File: config.mk
export PLATFORM = sky130hd
export DESIGN_NAME = sdc_response_receiver
export DESIGN_NICKNAME = d
export VERILOG_FILES = /design/src/rtl/sdc_pkg.sv /design/src/rtl/sdc_crc7.sv /design/src/rtl/sdc_response_receiver.sv
export SDC_FILE = /design/constraint.sdc
export NUM_CORES = 1
export LEC_CHECK = 0
export ABC_CLOCK_PERIOD_IN_PS = 3100
export CAP_MARGIN = 5
export CORE_MARGIN = 10
export CORE_UTILIZATION = 30
export DETAILED_ROUTE_END_ITERATION = 8
export GPL_ROUTABILITY_DRIVEN = 0
export SYNTH_ARGS = -nofsm -noshare
export SYNTH_HDL_FRONTEND = slang
export SYNTH_HIERARCHICAL = 1
export SYNTH_SLANG_ARGS = --single-unit
File: constraint.sdc
create_clock -name clk -period 3.1 [get_ports clk]
set_input_delay 0.31 -clock clk [delete_from_list [all_inputs] [get_ports clk]]
set_output_delay 0.31 -clock clk [all_outputs]
set_load 0.01 [all_outputs]
File: src/rtl/sdc_pkg.sv
// rtl/sdc_pkg.sv - shared constants and FSM encoding for the SD card CMD line receiver and writer.
package sdc_pkg;
  localparam int SHORT_LEN = 48;
  localparam int LONG_LEN  = 136;
  localparam int NCR_MAX   = 64;
  localparam logic [6:0] CRC7_POLY = 7'h09;

  typedef enum logic [1:0] {
    IDLE       = 2'd0,
    WAIT_START = 2'd1,
    RECV       = 2'd2,
    DONE       = 2'd3
  } sdc_state_t;
endpackage

File: src/rtl/sdc_crc7.sv
// rtl/sdc_crc7.sv - serial CRC7 (x^7+x^3+1), one bit per en, cleared by clr.
module sdc_crc7
  import sdc_pkg::*;
(
  input  logic       clk,
  input  logic       reset,
  input  logic       clr,
  input  logic       en,
  input  logic       din,
  output logic [6:0] crc
);

  always_ff @(posedge clk or negedge reset) begin
    if (!reset) begin
      crc <= 7'd0;
    end else if (clr) begin
      crc <= 7'd0;
    end else if (en) begin
      crc <= {crc[5:0], 1'b0} ^ ({7{din ^ crc[6]}} & CRC7_POLY);
    end
  end

endmodule

File: src/rtl/sdc_response_receiver.sv
// rtl/sdc_response_receiver.sv - CMD line response deserializer with framing, CRC7 and Ncr timeout checks.
module sdc_response_receiver
  import sdc_pkg::*;
(
  input  logic         clk,
  input  logic         reset,
  input  logic         bit_en,
  input  logic         cmd_in,
  input  logic         start_rx,
  input  logic         long_resp,
  input  logic         crc_chk,
  input  logic         abort,
  output logic         busy,
  output logic [135:0] resp,
  output logic         resp_valid,
  output logic         crc_err,
  output logic         frame_err,
  output logic         timeout
);

  localparam int WW = $clog2(NCR_MAX + 1);

  sdc_state_t    state, state_n;
  logic [WW-1:0] wait_cnt;
  logic [7:0]    bit_cnt;
  logic          long_l;
  logic          chk_l;
  logic [6:0]    crc;
  logic [7:0]    last_idx;
  logic [7:0]    crc_lo;
  logic [7:0]    crc_hi;
  logic          crc_en;
  logic          crc_clr;

  assign last_idx = long_l ? 8'(LONG_LEN - 1) : 8'(SHORT_LEN - 1);
  // Long responses skip the 8 header bits; the last 8 bits (CRC + end) are never fed.
  assign crc_lo   = long_l ? 8'd8 : 8'd1;
  assign crc_hi   = long_l ? 8'(LONG_LEN - 9) : 8'(SHORT_LEN - 9);

  assign crc_clr = (state == IDLE) && start_rx;
  assign crc_en  = bit_en && !abort &&
                   (((state == WAIT_START) && !cmd_in && !long_l) ||
                    ((state == RECV) && (bit_cnt >= crc_lo) && (bit_cnt <= crc_hi)));

  sdc_crc7 u_crc7 (
    .clk   (clk),
    .reset (reset),
    .clr   (crc_clr),
    .en    (crc_en),
    .din   (cmd_in),
    .crc   (crc)
  );

  assign busy       = (state != IDLE);
  assign resp_valid = (state == DONE);

  always_ff @(posedge clk or negedge reset) begin
    if (!reset) state <= IDLE;
    else        state <= state_n;
  end

  always_comb begin
    state_n = state;
    case (state)
      IDLE:       if (start_rx) state_n = WAIT_START;
      WAIT_START: if (bit_en) begin
                    if (!cmd_in)                            state_n = RECV;
                    else if (wait_cnt == WW'(NCR_MAX - 1))  state_n = DONE;
                  end
      RECV:       if (bit_en && (bit_cnt == last_idx)) state_n = DONE;
      DONE:       state_n = IDLE;
      default:    state_n = IDLE;
    endcase
    if (abort && (state != IDLE)) state_n = IDLE;
  end

  always_ff @(posedge clk or negedge reset) begin
    if (!reset) begin
      resp      <= '0;
      crc_err   <= 1'b0;
      frame_err <= 1'b0;
      timeout   <= 1'b0;
      wait_cnt  <= '0;
      bit_cnt   <= '0;
      long_l    <= 1'b0;
      chk_l     <= 1'b0;
    end else begin
      case (state)
        IDLE: if (start_rx) begin
          long_l    <= long_resp;
          chk_l     <= crc_chk;
          resp      <= '0;
          crc_err   <= 1'b0;
          frame_err <= 1'b0;
          timeout   <= 1'b0;
          wait_cnt  <= '0;
          bit_cnt   <= '0;
        end
        WAIT_START: if (bit_en && !abort) begin
          if (!cmd_in) begin
            resp    <= {resp[134:0], 1'b0};
            bit_cnt <= 8'd1;
          end else begin
            wait_cnt <= wait_cnt + 1'b1;
            if (wait_cnt == WW'(NCR_MAX - 1)) timeout <= 1'b1;
          end
        end
        RECV: if (bit_en && !abort) begin
          resp    <= {resp[134:0], cmd_in};
          bit_cnt <= bit_cnt + 8'd1;
          if ((bit_cnt == 8'd1) && cmd_in) frame_err <= 1'b1;
          if (bit_cnt == last_idx) begin
            if (!cmd_in) frame_err <= 1'b1;
            // resp[6:0] holds the received CRC field just before the end bit shifts in
            crc_err <= chk_l && (crc != resp[6:0]);
          end
        end
        default: ;
      endcase
    end
  end

endmodule
==> results.sh <==
export IMPL_ys_warnings_count=6
export IMPL_cts_buffers=17
export IMPL_post_cts_setup_buffer_count=0
export IMPL_grt_pass1_vias=5843
export IMPL_fin_crit_ps=2580
export IMPL_antenna_found_initial=0
export IMPL_cap_violations=0
export IMPL_yosysUniqueCellTypes=52
export IMPL_criticalPathCategory="reg -> reg"
export IMPL_mostFrequentLayoutCells="dfrtp_1, nand2_1, inv_1, clkdlybuf4s50_1, mux2i_1"
export IMPL_p_clk_share_pct=29.0
export IMPL_clk_pin_slew_worst_paths_ps=70
export IMPL_nNetsFinal=939
export IMPL_synth_ff_type="dfrtp_1"
export IMPL_synth_fa_ha_area_share_pct=1.74
export IMPL_p_total_mw=6.66
export IMPL_cts_root_buf="clkbuf_16"
export IMPL_required_ps=3390
export IMPL_setup_tns_ps=0
export IMPL_port_buffers=148
export IMPL_synth_xor_area_share_pct=1.44
export IMPL_syn_avg_cell_area_um2=10.2
export IMPL_syn_to_final_growth_pct=30.7
export IMPL_synth_mux_area_share_pct=19.0
export IMPL_finalHoldViolations=0
export IMPL_coreArea_um2=26000
export IMPL_synth_edf_count=0
export IMPL_die_y_um=182
export IMPL_rows=59
export IMPL_drc_errors=0
export IMPL_p_leak_nw=4.48
export IMPL_initial_core_util_pct=30.4
export IMPL_synth_area_leader_cell="dfrtp_1"
export IMPL_power_frac_seq_pct=34.2
export IMPL_internal_power_mw=4.23
export IMPL_yosysSeqAreaShare_pct=52.3
export IMPL_dp_hpwl_mm=13.2
export IMPL_crit_fanout=10
export IMPL_combPwrFrac_pct=36.8
export IMPL_finalWirelength_mm=19.3
export IMPL_synth_simple_gate_area_share_pct=11.1
export IMPL_synth_top_area_share_pct=52.3
export IMPL_worst_pin_slew_ps=966
export IMPL_grt_pass1_wl_mm=32.5
export IMPL_hp_class="in -> async"
export IMPL_cts_tree="yes"
export IMPL_cts_buffer_depth=2
export IMPL_skew_ps=12.9
export IMPL_utilization_pct=39.7
export IMPL_antenna_cells=0
export IMPL_ff2ff_setup_slack_ps=520
export IMPL_grtUsageTotal_pct=11.9
export IMPL_final_common_cell="dfrtp_1"
export IMPL_ir_worst_vdd_v=0.000450
export IMPL_ant_nets=0
export IMPL_die_x_um=182
export IMPL_dieArea_um2=33200
export IMPL_ys_ff_latch=165
export IMPL_grt_max_degree=107
export IMPL_io_pins=149
export IMPL_syn_area_um2=7900
export IMPL_synth_top_family_by_area="multiplexers"
export IMPL_syn_num_nets=796
export IMPL_fmax_mhz=387
export IMPL_power_switching_mw=2.42
export IMPL_via_per_inst=4.41
export IMPL_drtIter0Drc=341
export IMPL_drv_slew=0
export IMPL_route_vias_total=5585
export IMPL_wl_per_cell_um=15.3
export IMPL_grt_overflow_total=0
export IMPL_cts_sinks=165
export IMPL_p_sw_share_pct=36.4
export IMPL_rsz0062_at_grt="false"
export IMPL_syn_inst=777
export IMPL_synth_area_leaders="dfrtp_1, mux2i_1, nand2_1"
export IMPL_setup_violations=0
export IMPL_crit_path_start_kind="register"
export IMPL_status="finished clean"
export IMPL_arrival_ps=2870
export IMPL_max_slew_margin_rel_pct=35.6
export IMPL_synth_compound_area_share_pct=4.72
export IMPL_critPathCaptureType="register"
export IMPL_drive_gt1_share_pct=6.66
export IMPL_cts_max_level=4
export IMPL_firstDrtPassIters=4
export IMPL_p_per_area_nw_per_um2=645
export IMPL_async_reset_ff_share_pct=100
export IMPL_finalCritPeriodShare_pct=83.3
export IMPL_clkLatencyLatePin_ps=420
-- cells by family after synthesis --
logic type               count (synthesis)
adder cells (fa/ha/maj)                 11
flip-flops                             165
multiplexers                           149
buffers and inverters                  187
XOR/XNOR                                13
AO/OA/AOI/OAI                           44
AND/OR/NAND/NOR                        208
-- state kept, by name, summed over array words and instances, names as in the netlist --
| signal | count |
|---|---|
| state | 2 |
| wait_cnt | 7 |
| long_l | 1 |
| bit_cnt | 8 |
| timeout | 1 |
| resp | 136 |
| frame_err | 1 |
| crc_err | 1 |
| chk_l | 1 |
| u_crc7/crc | 7 |
-- routing by layer --
metal  vias to the layer above  global-route usage (%)  part of all wire [%]
li1                       2758                       -                     -
met4                         0                    2.73                  0.84
met5                         -                       0                     0
met3                        13                    5.58                   8.5
met1                      2706                    15.3                    47
met2                       108                    17.6                    44
-- worst paths after layout --
path	startpoint	endpoint	depth (start not counted)
max reg2reg	long_l	u_crc7/crc[2]	8
min	reset	resp[20]	2
min reg2reg	resp[135]	resp[135]	2
min in group clk	long_resp	long_l	3
max	long_l	u_crc7/crc[2]	8
max in group asynchronous	reset	resp[56]	3
-- cell usage after synthesis (4+ instances only) --
library cell  instances
nand3_1               6
nor3_1                5
dfrtp_1             165
o41ai_1               7
clkbuf_1             21
nor2_1               26
mux2i_1             144
ha_1                 11
inv_1               147
mux2_2                4
xnor2_1              10
a2111oi_0             4
buf_2                 4
buf_4                13
nand2_1             149
-- power groups by stage --
stage	Combinational, mW	Clock, mW	Sequential, mW
2_1_floorplan	1.90	0	2.30
6_report	2.45	1.93	2.27
5_1_grt	2.65	2.12	2.28
4_1_cts	2.51	2.02	2.28
3_3_place_gp	2.50	0	2.31
3_5_place_dp	2.50	0	2.32
-- critical path: stages (launching register included) --
cell	delay, ps
dfrtp_1	400
inv_1	150
ha_1	270
a21o_1	160
a31oi_1	200
o2111ai_1	160
a21oi_1	780
mux2i_1	290
nor2_1	50
-- final cells by class --
class | count | area [µm²]
repair buffers | 164 | 1680
inverters | 147 | 552
flip-flops and latches | 165 | 4130
clock buffers | 19 | 443
clock inverters | 11 | 80.1
multi-input cells | 425 | 3020
fillers | 2561 | 15700
well taps | 335 | 419
-- stage by stage --
step | cells | hold slack (ps) | setup WS [ps] | instance area (µm²)
after detailed placement | 1235 | 409 | 538 | 9790
after global placement | 1235 | 415 | 592 | 9790
final | 1266 | 495 | 519 | 10300
after floorplan | 777 | 14.4 | 835 | 7900
after CTS | 1266 | 481 | 552 | 10300
after global routing | 1266 | 498 | 355 | 10300
-- what timing repair did --
action,4_1_cts,5_1_grt
hold buffers,1,0
gates resized for setup,0,0
endpoints found under the hold margin,70,0
endpoints found under the setup margin,0,0
Power figures use the tool's default switching activity.
